==> src/rtl/pkt_pkg.sv <==
// Shared types and default constants for the packet header filter.
package pkt_pkg;

    localparam int          PKT_DATA_W    = 32;
    localparam int          PKT_HDR_W     = 32;
    localparam int          PKT_CNT_W     = 16;
    localparam logic [31:0] PKT_STAMP_DEF = 32'h1010_1010;

    // IDLE: no packet open; PASS: forwarding open packet; DROP: discarding it
    typedef enum logic [1:0] {
        ST_IDLE = 2'd0,
        ST_PASS = 2'd1,
        ST_DROP = 2'd2
    } pkt_state_e;

endpackage

==> src/rtl/pkt_sat_counter.sv <==
// Saturating up-counter; sticks at all-ones instead of wrapping.
module pkt_sat_counter #(
    parameter int W = 16
) (
    input  logic         clk,
    input  logic         rst,
    input  logic         inc,
    output logic [W-1:0] cnt
);
    logic [W-1:0] cnt_q, cnt_d;

    // Next count: step only when asked and not already saturated
    always_comb begin
        cnt_d = cnt_q;
        if (inc && (cnt_q != '1)) cnt_d = cnt_q + W'(1);
    end

    // Count register
    always_ff @(posedge clk) begin
        if (rst) cnt_q <= '0;
        else     cnt_q <= cnt_d;
    end

    assign cnt = cnt_q;
endmodule

==> src/rtl/pkt_hdr_filter.sv <==
// Header filter: decides forward/drop on each sop beat, applies the decision
// to the whole packet, optionally stamps the first word, counts packets.
module pkt_hdr_filter
    import pkt_pkg::*;
#(
    parameter int               DATA_W = PKT_DATA_W,
    parameter int               HDR_W  = PKT_HDR_W,
    parameter int               CNT_W  = PKT_CNT_W,
    parameter logic [DATA_W-1:0] STAMP = DATA_W'(PKT_STAMP_DEF)
) (
    input  logic              clk,
    input  logic              rst,
    input  logic [HDR_W-1:0]  cfg_match,
    input  logic [HDR_W-1:0]  cfg_mask,
    input  logic              cfg_invert,
    input  logic              cfg_stamp_en,
    input  logic [HDR_W-1:0]  hdr_in,
    input  logic              sop_in,
    input  logic              ena_in,
    input  logic [DATA_W-1:0] data0_in,
    output logic              ena_out,
    output logic              sop_out,
    output logic [DATA_W-1:0] data0_out,
    output logic [CNT_W-1:0]  pass_cnt,
    output logic [CNT_W-1:0]  drop_cnt
);
    pkt_state_e        state_q, state_d;
    logic              ena_out_q, ena_out_d;
    logic              sop_out_q, sop_out_d;
    logic [DATA_W-1:0] data0_out_q, data0_out_d;
    logic              hdr_hit, fwd;
    logic              pass_inc, drop_inc;

    // Config only matters on sop beats, so it is consumed only there
    assign hdr_hit = (((hdr_in ^ cfg_match) & cfg_mask) == '0);
    assign fwd     = hdr_hit ^ cfg_invert;

    // Next state and next output beat; data holds when nothing is forwarded
    always_comb begin
        state_d     = state_q;
        ena_out_d   = 1'b0;
        sop_out_d   = 1'b0;
        data0_out_d = data0_out_q;
        pass_inc    = 1'b0;
        drop_inc    = 1'b0;
        if (ena_in) begin
            if (sop_in) begin
                if (fwd) begin
                    state_d     = ST_PASS;
                    ena_out_d   = 1'b1;
                    sop_out_d   = 1'b1;
                    data0_out_d = cfg_stamp_en ? STAMP : data0_in;
                    pass_inc    = 1'b1;
                end else begin
                    state_d  = ST_DROP;
                    drop_inc = 1'b1;
                end
            end else if (state_q == ST_PASS) begin
                ena_out_d   = 1'b1;
                data0_out_d = data0_in;
            end
        end
    end

    // State and registered outputs; reset wins over any beat in that cycle
    always_ff @(posedge clk) begin
        if (rst) begin
            state_q     <= ST_IDLE;
            ena_out_q   <= 1'b0;
            sop_out_q   <= 1'b0;
            data0_out_q <= '0;
        end else begin
            state_q     <= state_d;
            ena_out_q   <= ena_out_d;
            sop_out_q   <= sop_out_d;
            data0_out_q <= data0_out_d;
        end
    end

    pkt_sat_counter #(.W(CNT_W)) u_pass_cnt (
        .clk (clk),
        .rst (rst),
        .inc (pass_inc),
        .cnt (pass_cnt)
    );

    pkt_sat_counter #(.W(CNT_W)) u_drop_cnt (
        .clk (clk),
        .rst (rst),
        .inc (drop_inc),
        .cnt (drop_cnt)
    );

    assign ena_out   = ena_out_q;
    assign sop_out   = sop_out_q;
    assign data0_out = data0_out_q;
endmodule

==> config.mk <==
export PLATFORM = sky130hd
export DESIGN_NAME = pkt_hdr_filter
export DESIGN_NICKNAME = d
export VERILOG_FILES = /design/src/rtl/pkt_pkg.sv /design/src/rtl/pkt_sat_counter.sv /design/src/rtl/pkt_hdr_filter.sv
export SDC_FILE = /design/constraint.sdc
export NUM_CORES = 1
export LEC_CHECK = 0
export ABC_CLOCK_PERIOD_IN_PS = 3700
export BUFFER_PORTS_ARGS = -buffer_cell sky130_fd_sc_hd__buf_2
export CAP_MARGIN = 40
export CORE_MARGIN = 10
export CORE_UTILIZATION = 48
export CTS_CLUSTER_DIAMETER = 50
export DETAILED_ROUTE_END_ITERATION = 7
export HOLD_SLACK_MARGIN = 0.02
export PLACE_DENSITY = 0.86
export SLEW_MARGIN = 0
export SYNTH_ARGS = -nofsm -noshare
export SYNTH_HDL_FRONTEND = slang
export SYNTH_SLANG_ARGS = --single-unit
export TNS_END_PERCENT = 5
==> constraint.sdc <==
create_clock -name clk -period 3.7 [get_ports clk]
set_input_delay 0.37 -clock clk [delete_from_list [all_inputs] [get_ports clk]]
set_output_delay 0.37 -clock clk [all_outputs]
set_load 0.02 [all_outputs]
==> parameters.txt <==
Parameter                              Value

Outcome
  Run status ... completed

STA
  Highest achievable clock rate ... 360.8 MHz
  Post-Route Skew ... 0.008284 ns
  Final count of hold timing violations ... 0
  Final TNS setup ... 0 ns
  Worst hold-check slack ... 0.3020 ns
  Slew HR ... 0.5094
  Minimum period implied by the final worst setup slack ... 2.771 ns
  RSZ-0062 raised after global routing ... false
  Min setup slack post-route ... 0.9287 ns
  Slew at the pin closest to its max-slew limit ... 0.7359 ns
  Endpoints failing setup ... 0
  Share of the clock period used by the worst path ... 0.7490
  Max-slew violation total from the final report ... 0

Floorplanning
  Number of placement rows ... 31
  CORE AREA ... 0.007253 mm^2
  Die Y ... 106.5 um
  Initial core utilization ... 0.4947
  Die area ... 0.01133 mm^2
  Horizontal die dimension ... 106.5 um
  Count of pins on the block boundary ... 200

Worst setup path
  Cell Chain, Critical Path ... buf_2, xor2_1, a22oi_1, nand4_1, or4_1, mux2i_4, buf_4, nand3_1, a21oi_1
  Peak per-stage delay on the critical path ... 0.72 ns
  Master of the slowest instance on the critical path ... sky130_fd_sc_hd__or4_1
  CP Max Fanout ... 39
  Startpoint-to-endpoint class of the critical path ... input port to flip-flop
  Endpoint class of the critical path ... flip-flop
  Arrival time at the worst endpoint ... 3.03 ns
  Critical path launch point type ... input port
  Worst Path Buf+Inv ... 2
  Dominant delay contributor by cell family on the critical path ... simple AND/OR/NAND/NOR gates
  Worst endpoint required time ... 3.96 ns

Clock tree
  Quantity of gates resized following cts ... 0
  Clock sink count ... 68
  CTS Buf Count ... 9
  Post-CTS Repair Setup Buffers ... 0
  CTS hold repair buffers ... 0
  CTS tree ... built
  Clock slew at reported path FFs ... 0.07 ns
  Maximum clock insertion buffer count ... 2
  Clock network latency to the later pin of the worst-skew pair ... 0.34 ns
  H-tree depth reported by CTS ... 3
  Root Buffer ... sky130_fd_sc_hd__clkbuf_8

Global route
  Remaining global-route overflow ... 0
  Met3 Track Usage GR ... 0.06944
  GR peak layer ... met2
  GR Layer Usage met1 ... 0.2301
  Aggregate global-route resource usage ... 0.2079
  Global-route wire length before repair ... 19550 um
  Initial antenna violation count ... 1
  Fraction of met2 tracks used by global routing ... 0.3662
  Via count of the first global-routing pass ... 3932
  Pin count of the biggest net entering global routing ... 40

Detailed routing
  Via count of the routed design ... 3981
  Avg Vias per Cell ... 5.639
  Residual DRC ... 0
  Length of the first detailed-routing pass in iterations ... 4
  First-iteration detailed-routing DRC count ... 210
  Wire per inst ... 17.70 um
  Sum of routed wire length over all layers ... 12500 um
  Post-route ant nets ... 0

Place
  Dpl hpwl ... 9711 um
  Number of port buffers ... 199
  Setup slack at placement ... 0.6030 ns
  Weighted congestion at the end of routability-driven global placement ... 0.9281

Power and ir drop
  Power density over the cells ... 357.2 mW/mm^2
  Worst-case vdd ir drop ... 0.2953 mV
  Leakage ... 2.084 nW

Logic synthesis
  Yosys synthesis warning count ... 0
  Count of unique library cells instantiated by Yosys ... 42
  Net count after synthesis ... 555
  Synthesized area ... 0.003588 mm^2
  Share of flip-flops with an asynchronous set or reset after synthesis ... 0
  Sequential fraction of the synthesis area ... 0.3794
  Mean instance size in the synthesized netlist ... 8.564 um^2
  Cells after Synth ... 419
  Main synth FF type ... sky130_fd_sc_hd__dfxtp_1
  Number of register bits inferred by synthesis ... 68
  Post-synth EDFFs ... 0

Final layout
  Filler cells ... 642
  Share of cells above drive strength 1 ... 0.3713
  Combined area of the multi-input logic cells ... 0.002022 mm^2
  Register cell area after layout ... 0.001361 mm^2
  Layout overhead on the synthesized area ... 33.89%
  Post-layout nets ... 737

Worst hold path
  Kind of path behind the tightest hold check ... input port to flip-flop

Job
  Maximum Capacitance Violations ... 0
## area by class of cell
type | instances | area share
antenna | 1 | 0.0005208
clock buffer | 11 | 0.02734
clock inverter | 5 | 0.02083
inverter | 4 | 0.003125
multi-input combinational | 313 | 0.4208
sequential | 68 | 0.2833
tap | 99 | 0.02578
timing repair buffer | 205 | 0.2182
## state kept, by name, indices dropped and copies added (netlist names)
| register | count |
|---|---|
| data0_out | 32 |
| ena_out | 1 |
| sop_out | 1 |
| state_q | 2 |
| u_drop_cnt.cnt | 16 |
| u_pass_cnt.cnt | 16 |
## cell families after synthesis
family | after synthesis | share of synthesized area
xor gates and xnor gates | 34 | 0.08299
buffers and inverters | 38 | 0.06136
muxes | 5 | 0.01813
and+or+nand+nor | 131 | 0.2050
adders and majority gates | 2 | 0.006972
DFF | 68 | 0.3794
AOI/OAI and AO/OA | 141 | 0.2462
## through the flow
| stage | power (mW) | std cells | util | cell area (um^2) |
|---|---|---|---|---|
| after floorplan | 0.8978 | 419 | - | 3588 |
| after global placement | 1.000 | 688 | 0.6281 | 4556 |
| after detailed placement | 1.010 | 689 | 0.6302 | 4571 |
| after CTS | 1.728 | 705 | 0.6621 | 4802 |
| after global routing | 1.782 | 705 | 0.6621 | 4802 |
| final | 1.716 | 706 | 0.6624 | 4805 |
## synthesized netlist by cell type, drive strengths merged, types with 3 or more instances
cell    number  area share
inv          4      0.0042
nor3         5      0.0070
a22oi       16       0.033
o22ai        4      0.0070
mux2i        3       0.012
nand3       48       0.067
xor2        33       0.081
or4         16       0.033
nand4       13       0.023
a21oi       60       0.084
o31ai       15       0.031
o21ai       11       0.015
nor2        12       0.013
dfxtp       68        0.38
o211ai      28       0.059
and3         3      0.0052
nor4         3      0.0052
or3         10       0.017
clkbuf      19       0.020
nand2       10       0.010
and2         5      0.0087
buf         15       0.037
## worst reg2reg max path, delay by kind of cell, from the launching register on
family / cells / cell delay, ns
DFF: 1 / 0.35
adders and majority gates: 1 / 0.22
AOI/OAI and AO/OA: 1 / 0.15
and+or+nand+nor: 6 / 1.57
## path summary, 6_finish.rpt
kind / start / end / slack (ns) / cells past startpoint
max: cfg_match[26] / data0_out[11]$_SDFFE_PP0P_ / 0.93 / 9
min: data0_in[27] / data0_out[27]$_SDFFE_PP0P_ / 0.30 / 3
max reg2reg: u_pass_cnt.cnt[0]$_SDFFE_PP0P_ / u_pass_cnt.cnt[5]$_SDFFE_PP0P_ / 1.33 / 8
min reg2reg: data0_out[22]$_SDFFE_PP0P_ / data0_out[22]$_SDFFE_PP0P_ / 0.46 / 2
## where the power goes
part	total [mW]	switching [mW]	leakage (nW)	internal (mW)
sequential	0.758	0.00964	0.551	0.749
clock	0.722	0.276	0.117	0.446
combinational	0.236	0.127	1.42	0.109
total	1.72	0.413	2.08	1.30
## cells in the final DEF, fill, tap and decap left out, types with 5 or more instances in the layout
cell / instances
sky130_fd_sc_hd__dfxtp_1: 68
sky130_fd_sc_hd__o211ai_1: 28
sky130_fd_sc_hd__nor2_1: 12
sky130_fd_sc_hd__buf_2: 199
sky130_fd_sc_hd__or3_1: 10
sky130_fd_sc_hd__o31ai_1: 15
sky130_fd_sc_hd__a22oi_1: 16
sky130_fd_sc_hd__nand3_1: 48
sky130_fd_sc_hd__and2_1: 5
sky130_fd_sc_hd__xor2_1: 33
sky130_fd_sc_hd__buf_4: 5
sky130_fd_sc_hd__clkbuf_8: 9
sky130_fd_sc_hd__nand4_1: 13
sky130_fd_sc_hd__or4_1: 16
sky130_fd_sc_hd__a21oi_1: 60
sky130_fd_sc_hd__nor3_1: 5
sky130_fd_sc_hd__nand2_1: 10
sky130_fd_sc_hd__o21ai_0: 9
## routing by layer
metal	vias up	share of wire
met5	-	0
met1	1875	0.39
met4	0	0.021
met3	21	0.070
met2	125	0.51
li1	1960	-
Note: power is estimated with default switching activity, not from simulation.
